**config.mk**
```make
export PLATFORM = sky130hd
export DESIGN_NAME = cache_miss_controller_flat
export DESIGN_NICKNAME = d
export VERILOG_FILES = /design/src/rtl/cache_miss_controller_pkg.sv /design/src/rtl/cache_miss_controller_if.sv /design/src/rtl/cache_miss_controller_wb_word_mux.sv /design/src/rtl/cache_miss_controller.sv /design/src/flat_wrapper.sv
export SDC_FILE = /design/constraint.sdc
export NUM_CORES = 1
export LEC_CHECK = 0
export BUFFER_PORTS_ARGS = -buffer_cell sky130_fd_sc_hd__clkbuf_2
export CAP_MARGIN = 20
export CORE_AREA = 2 2 82 84
export DETAILED_ROUTE_END_ITERATION = 7
export DIE_AREA = 0 0 84 86
export GPL_TIMING_DRIVEN = 1
export PLACE_DENSITY_LB_ADDON = 0.2
export SYNTH_ARGS = -nofsm -noshare
export SYNTH_HDL_FRONTEND = slang
export SYNTH_SLANG_ARGS = --single-unit
export TNS_END_PERCENT = 1
```
**constraint.sdc**
```tcl
create_clock -name clk_inv -period 3 [get_ports clk_inv]
set_clock_uncertainty 0.05 [all_clocks]
set_input_delay 0.3 -clock clk_inv [delete_from_list [all_inputs] [get_ports clk_inv]]
set_output_delay 0.3 -clock clk_inv [all_outputs]
set_load 0.01 [all_outputs]
```
**src/rtl/cache_miss_controller_pkg.sv**
```systemverilog
// Shared cache definitions: line geometry, miss-controller state encodings, word select.
package cache_pkg;

    localparam int WORDS_PER_LINE = 4;
    localparam int LINE_BITS      = 128;
    localparam int WORD_BITS      = 32;

    typedef logic [1:0] beat_t;

    localparam logic [2:0] ST_IDLE   = 3'd0;
    localparam logic [2:0] ST_WB     = 3'd1;
    localparam logic [2:0] ST_SAMPLE = 3'd2;
    localparam logic [2:0] ST_REFILL = 3'd3;
    localparam logic [2:0] ST_FILL   = 3'd4;
    localparam logic [2:0] ST_RESUME = 3'd5;

    // Word 0 sits in the most significant 32 bits of the line.
    function automatic logic [WORD_BITS-1:0] word_sel(input logic [LINE_BITS-1:0] block,
                                                      input int n);
        return block[LINE_BITS-1-WORD_BITS*n -: WORD_BITS];
    endfunction

endpackage

```
**src/rtl/cache_miss_controller_if.sv**
```systemverilog
// Miss-controller bus bundle: lookup/victim inputs, memory handshake, refill and write-back outputs.
interface cache_miss_controller_if
    import cache_pkg::*;
#(
    parameter int ADDR_BITS = 12
);
    logic                   i_miss;
    logic [ADDR_BITS-5:0]   i_miss_line_addr;
    logic                   i_victim_dirty;
    logic [ADDR_BITS-5:0]   i_victim_line_addr;
    logic [LINE_BITS-1:0]   i_victim_block;
    logic                   i_ready_mm;
    logic                   i_refill_done;
    logic                   o_sample;
    logic                   o_refill_en;
    logic [ADDR_BITS-5:0]   o_base_addr;
    logic [ADDR_BITS-3:0]   o_wb_addr;
    logic [WORD_BITS-1:0]   o_wb_data;
    logic                   o_wb_we;
    logic                   o_line_we;
    logic                   o_stall;
    logic [2:0]             o_state_probe;

    modport slave (
        input  i_miss, i_miss_line_addr, i_victim_dirty, i_victim_line_addr, i_victim_block,
               i_ready_mm, i_refill_done,
        output o_sample, o_refill_en, o_base_addr, o_wb_addr, o_wb_data, o_wb_we,
               o_line_we, o_stall, o_state_probe
    );

    modport master (
        output i_miss, i_miss_line_addr, i_victim_dirty, i_victim_line_addr, i_victim_block,
               i_ready_mm, i_refill_done,
        input  o_sample, o_refill_en, o_base_addr, o_wb_addr, o_wb_data, o_wb_we,
               o_line_we, o_stall, o_state_probe
    );

endinterface

```
**src/rtl/cache_miss_controller_wb_word_mux.sv**
```systemverilog
// 128->32 word selector on beat index; word 0 is the most significant word of the line.
module wb_word_mux
    import cache_pkg::*;
(
    input  logic [LINE_BITS-1:0] block,
    input  beat_t                beat,
    output logic [WORD_BITS-1:0] word
);

    logic [WORD_BITS-1:0] words [WORDS_PER_LINE];

    genvar gi;
    generate
        for (gi = 0; gi < WORDS_PER_LINE; gi++) begin : g_word
            assign words[gi] = word_sel(block, gi);
        end
    endgenerate

    assign word = words[beat];

endmodule

```
**src/rtl/cache_miss_controller.sv**
```systemverilog
// Data-cache miss FSM: optional dirty-victim write-back, refill handshake, line commit, core stall.
// CACHE_WRITEBACK_EN enables the write-back path; without it the cache is write-through.
module cache_miss_controller
    import cache_pkg::*;
#(
    parameter int ADDR_BITS = 12
) (
    input logic                    clk_inv,
    input logic                    nrst,
    cache_miss_controller_if.slave bus
);

    localparam int LINE_W = ADDR_BITS - 4;

    logic [2:0]           state_reg, state_next;
    beat_t                beat_reg, beat_next;
    logic [LINE_W-1:0]    miss_addr_reg;
    logic                 take_miss;
    logic                 go_wb;
    logic [WORD_BITS-1:0] wb_word;

    assign take_miss = (state_reg == ST_IDLE) && bus.i_miss;

`ifdef CACHE_WRITEBACK_EN
    logic [LINE_W-1:0]    victim_addr_reg;
    logic [LINE_BITS-1:0] block_reg;

    assign go_wb = bus.i_victim_dirty;

    always_ff @(posedge clk_inv) begin
        if (!nrst) begin
            victim_addr_reg <= '0;
            block_reg       <= '0;
        end else if (take_miss) begin
            victim_addr_reg <= bus.i_victim_line_addr;
            block_reg       <= bus.i_victim_block;
        end
    end

    wb_word_mux u_wb_word_mux (
        .block (block_reg),
        .beat  (beat_reg),
        .word  (wb_word)
    );

    assign bus.o_wb_we   = (state_reg == ST_WB) && bus.i_ready_mm;
    assign bus.o_wb_addr = (state_reg == ST_WB) ? {victim_addr_reg, beat_reg} : '0;
    assign bus.o_wb_data = (state_reg == ST_WB) ? wb_word : '0;
`else
    logic unused_victim;

    assign go_wb = 1'b0;

    // Selector kept elaborated so the shared sub-module stays in the hierarchy.
    wb_word_mux u_wb_word_mux (
        .block (bus.i_victim_block),
        .beat  (beat_reg),
        .word  (wb_word)
    );

    assign unused_victim = ^{bus.i_victim_dirty, bus.i_victim_line_addr, wb_word};

    assign bus.o_wb_we   = 1'b0;
    assign bus.o_wb_addr = '0;
    assign bus.o_wb_data = '0;
`endif

    always_comb begin
        state_next = state_reg;
        beat_next  = beat_reg;
        case (state_reg)
            ST_IDLE: begin
                if (bus.i_miss) begin
                    state_next = go_wb ? ST_WB : ST_SAMPLE;
                end
            end
`ifdef CACHE_WRITEBACK_EN
            ST_WB: begin
                if (bus.i_ready_mm) begin
                    beat_next = beat_reg + 2'd1;
                    if (beat_reg == 2'd3) begin
                        state_next = ST_SAMPLE;
                    end
                end
            end
`endif
            ST_SAMPLE: state_next = ST_REFILL;
            // Refill-done reads 1 before the first beat, so only the beat count ends REFILL.
            ST_REFILL: begin
                if (bus.i_ready_mm) begin
                    beat_next = beat_reg + 2'd1;
                    if (beat_reg == 2'd3) begin
                        state_next = ST_FILL;
                    end
                end
            end
            ST_FILL: begin
                if (bus.i_refill_done) begin
                    state_next = ST_RESUME;
                end
            end
            ST_RESUME: state_next = ST_IDLE;
            default:   state_next = ST_IDLE;
        endcase
    end

    always_ff @(posedge clk_inv) begin
        if (!nrst) begin
            state_reg     <= ST_IDLE;
            beat_reg      <= '0;
            miss_addr_reg <= '0;
        end else begin
            state_reg <= state_next;
            beat_reg  <= beat_next;
            if (take_miss) begin
                miss_addr_reg <= bus.i_miss_line_addr;
            end
        end
    end

    assign bus.o_sample      = (state_reg == ST_SAMPLE);
    assign bus.o_refill_en   = (state_reg == ST_REFILL);
    assign bus.o_line_we     = (state_reg == ST_FILL) && bus.i_refill_done;
    assign bus.o_base_addr   = miss_addr_reg;
    assign bus.o_state_probe = state_reg;
    assign bus.o_stall       = (state_reg == ST_IDLE) ? bus.i_miss
                             : (state_reg inside {ST_WB, ST_SAMPLE, ST_REFILL, ST_FILL});

endmodule

```
**src/flat_wrapper.sv**
```systemverilog
// flat-port wrapper written by rule: the top's interface ports become plain ports
module cache_miss_controller_flat import cache_pkg::*;
#(
    parameter int ADDR_BITS = 12
)
  (clk_inv, nrst, bus_i_miss, bus_i_miss_line_addr, bus_i_victim_dirty, bus_i_victim_line_addr, bus_i_victim_block, bus_i_ready_mm, bus_i_refill_done, bus_o_sample, bus_o_refill_en, bus_o_base_addr, bus_o_wb_addr, bus_o_wb_data, bus_o_wb_we, bus_o_line_we, bus_o_stall, bus_o_state_probe);
  cache_miss_controller_if #(.ADDR_BITS(ADDR_BITS)) bus_i ();
  input logic clk_inv;
  input logic nrst;
  input wire logic [$bits(bus_i.i_miss)-1:0] bus_i_miss;
  input wire logic [$bits(bus_i.i_miss_line_addr)-1:0] bus_i_miss_line_addr;
  input wire logic [$bits(bus_i.i_victim_dirty)-1:0] bus_i_victim_dirty;
  input wire logic [$bits(bus_i.i_victim_line_addr)-1:0] bus_i_victim_line_addr;
  input wire logic [$bits(bus_i.i_victim_block)-1:0] bus_i_victim_block;
  input wire logic [$bits(bus_i.i_ready_mm)-1:0] bus_i_ready_mm;
  input wire logic [$bits(bus_i.i_refill_done)-1:0] bus_i_refill_done;
  output wire logic [$bits(bus_i.o_sample)-1:0] bus_o_sample;
  output wire logic [$bits(bus_i.o_refill_en)-1:0] bus_o_refill_en;
  output wire logic [$bits(bus_i.o_base_addr)-1:0] bus_o_base_addr;
  output wire logic [$bits(bus_i.o_wb_addr)-1:0] bus_o_wb_addr;
  output wire logic [$bits(bus_i.o_wb_data)-1:0] bus_o_wb_data;
  output wire logic [$bits(bus_i.o_wb_we)-1:0] bus_o_wb_we;
  output wire logic [$bits(bus_i.o_line_we)-1:0] bus_o_line_we;
  output wire logic [$bits(bus_i.o_stall)-1:0] bus_o_stall;
  output wire logic [$bits(bus_i.o_state_probe)-1:0] bus_o_state_probe;
  assign bus_i.i_miss = bus_i_miss;
  assign bus_i.i_miss_line_addr = bus_i_miss_line_addr;
  assign bus_i.i_victim_dirty = bus_i_victim_dirty;
  assign bus_i.i_victim_line_addr = bus_i_victim_line_addr;
  assign bus_i.i_victim_block = bus_i_victim_block;
  assign bus_i.i_ready_mm = bus_i_ready_mm;
  assign bus_i.i_refill_done = bus_i_refill_done;
  assign bus_o_sample = bus_i.o_sample;
  assign bus_o_refill_en = bus_i.o_refill_en;
  assign bus_o_base_addr = bus_i.o_base_addr;
  assign bus_o_wb_addr = bus_i.o_wb_addr;
  assign bus_o_wb_data = bus_i.o_wb_data;
  assign bus_o_wb_we = bus_i.o_wb_we;
  assign bus_o_line_we = bus_i.o_line_we;
  assign bus_o_stall = bus_i.o_stall;
  assign bus_o_state_probe = bus_i.o_state_probe;
  cache_miss_controller #(.ADDR_BITS(ADDR_BITS)) u_core (.clk_inv(clk_inv), .nrst(nrst), .bus(bus_i));
endmodule
```
==> out/qor.yml <==
layout:
  syn2layout_area_growth_pct: 9.21
  design_area_sq_um: 1040
  utilization: 0.165
  diodes: 0
  drive_gt1_frac: 0.263
  largest_reg_flops: 8
  fin_nets: 289
cts:
  htreeDepth: 1
  clk_latency_ns: 0.24
  cts_max_path_buffers: 2
  cts-root-buf: "clkbuf_8"
  cts_resized: 0
  post_cts_buffers: 0
  cts_made_buffers: 3
  clkTransAtPathRegs_ns: 0.06
  holdBufCountCts: 0
  clock_sinks: 13
  cts_tree: "yes"
die:
  ios: 208
  die_x_microns: 84
  dieHeight_microns: 86
  die_area_sq_um: 7220
  num_rows: 29
  start_util: 0.151
  coreArea_sq_um: 6280
sta:
  timing.final.crit_share: 0.549
  period_minus_slack_ns: 1.65
  setup_violations: 0
  hold_violations: 0
  max_freq_ghz: 0.607
  rsz0062_at_grt: "no"
  tns_ns: 0
  drv_slew: 0
power_and_ir_drop:
  power_leakage_uw: 0.000526
  power.density_nw_per_um2: 423
  ir_drop_v: 0.000194
synthesis:
  synthDistinctLibCells: 25
  synthTopCellsByArea: "buf_4 34%, dfxtp_1 27%, mux2i_1 11%"
  synthArstFlopShare: 0
  yosysSeqAreaShare: 0.274
  post_synth.cell_area_avg_sq_um: 8.64
  ys.flop_type: "dfxtp_1"
  syn-instance-count: 110
  synth_top_area_frac: 0.339
  syn_area_sq_um: 951
  synth.most_common_cell: "buf_4"
  netlist.top_cell.by_area: "buf_4"
  ys_ff_latch: 13
  ys.warnings.count: 0
  synth_edf_count: 0
  synth_common_cells: "43 x buf_4, 20 x nand2_1, 13 x dfxtp_1, 10 x mux2i_1"
worst_setup_path:
  crit_fanout: 10
  crit_required_ns: 2.65
  cp-end-kind: "primary output"
  crit_path_start_kind: "register"
  cp.arrival_ns: 1.30
  startpoint: "u_core.bus.o_state_probe[0]"
  worstSetupPathType: "reg -> out"
  regToRegStartpoint: "u_core.bus.o_state_probe[2]"
global_route:
  grt_usage: 0.0466
  grt-ovfl-total: 0
  grt_first_pass_wirelength_microns: 2550
  antenna_found_initial: 0
  grt_pass1_vias: 533
  grt_max_degree: 26
routing:
  antenna_left: 0
  wl_per_cell_microns: 8.22
  drt_iter0_markers: 15
  via_per_inst: 3.10
  via_count: 663
  drt_first_pass_iters: 2
  totalWireLength_microns: 1760
  drc: 0
flow_run:
  cap_viol_max_count: 0
placed_design:
  place.gp.congestion: 0.577
  placed_area_sq_um: 993
  port_buffers: 27
  post-dp-hpwl_microns: 1300
hold_path:
  hp-start: "bus_i_miss_line_addr[3]"
  hold_path_class: "in -> reg"
status:
  status: "finished clean"
path summary, 6_finish.rpt:
path	endpoint	slack, ns	depth (start not counted)
max	bus_o_stall	1.35	3
min	u_core.bus.o_base_addr[3]	0.23	3
max reg2reg	u_core.bus.o_base_addr[5]	1.71	3
min reg2reg	u_core.bus.o_base_addr[3]	0.41	2
cell usage in the layout, fill, tap and decap left out, drive strengths merged:
cell type / count
a21bo: 1
a21oi: 2
a22o: 1
and3: 1
and3b: 2
and4b: 1
and4bb: 1
buf: 1
clkbuf: 31
conb: 43
dfxtp: 13
ha: 1
mux2i: 10
nand2: 20
nand2b: 2
nand3: 1
nor3b: 1
nor4: 1
nor4b: 1
o21bai: 1
o2bb2ai: 1
or2: 1
layer usage:
metal	wire [microns]	GRT usage	share of wire	up-vias
met4	11	0.0132	0.0063	0
met2	749	0.0727	0.43	51
met5	0	0	0	-
li1	-	-	-	327
met1	756	0.0553	0.43	283
met3	243	0.0260	0.14	2
critical path, cell delays in order, from the launching register on:
cell	delay, ns
dfxtp_1	0.40
or2_2	0.34
a21oi_1	0.16
clkbuf_2	0.15
metrics by stage:
stage,hold slack (ns),setup WS [ns],power (uW),std cells
3_3_place_gp,0.400,1.59,282,210
6_report,0.229,1.35,439,214
2_1_floorplan,0.379,1.71,296,152
5_1_grt,0.222,1.26,473,214
4_1_cts,0.216,1.34,454,214
3_5_place_dp,0.402,1.62,282,210
cells by family (layout without fill, tap and decap cells):
| family | Yosys count | count (layout) | share of synthesized area |
|---|---|---|---|
| buffers and inverters | 47 | 32 | 0.372 |
| AND/OR/NAND/NOR | 32 | 32 | 0.184 |
| flip-flops | 13 | 13 | 0.274 |
| multiplexers | 10 | 10 | 0.105 |
| AO/OA/AOI/OAI | 6 | 6 | 0.0474 |
| adder cells (fa/ha/maj) | 1 | 1 | 0.0132 |
| other | 1 | 43 | 0.00394 |
power by group:
part | switching [uW] | internal (uW) | total, uW | leakage [uW]
Clock | 67.9 | 93.9 | 162 | 0.0000228
Sequential | 9.38 | 183 | 192 | 0.000106
Combinational | 54.7 | 30.5 | 85.3 | 0.000397
layout make-up:
type	count	area (sq um)
multi-input cells	92	494
well taps	77	96.3
fillers	730	5240
flip-flops and latches	13	260
repair buffers	28	143
clock buffers	4	45.0
(Power assumes the default switching activity.)
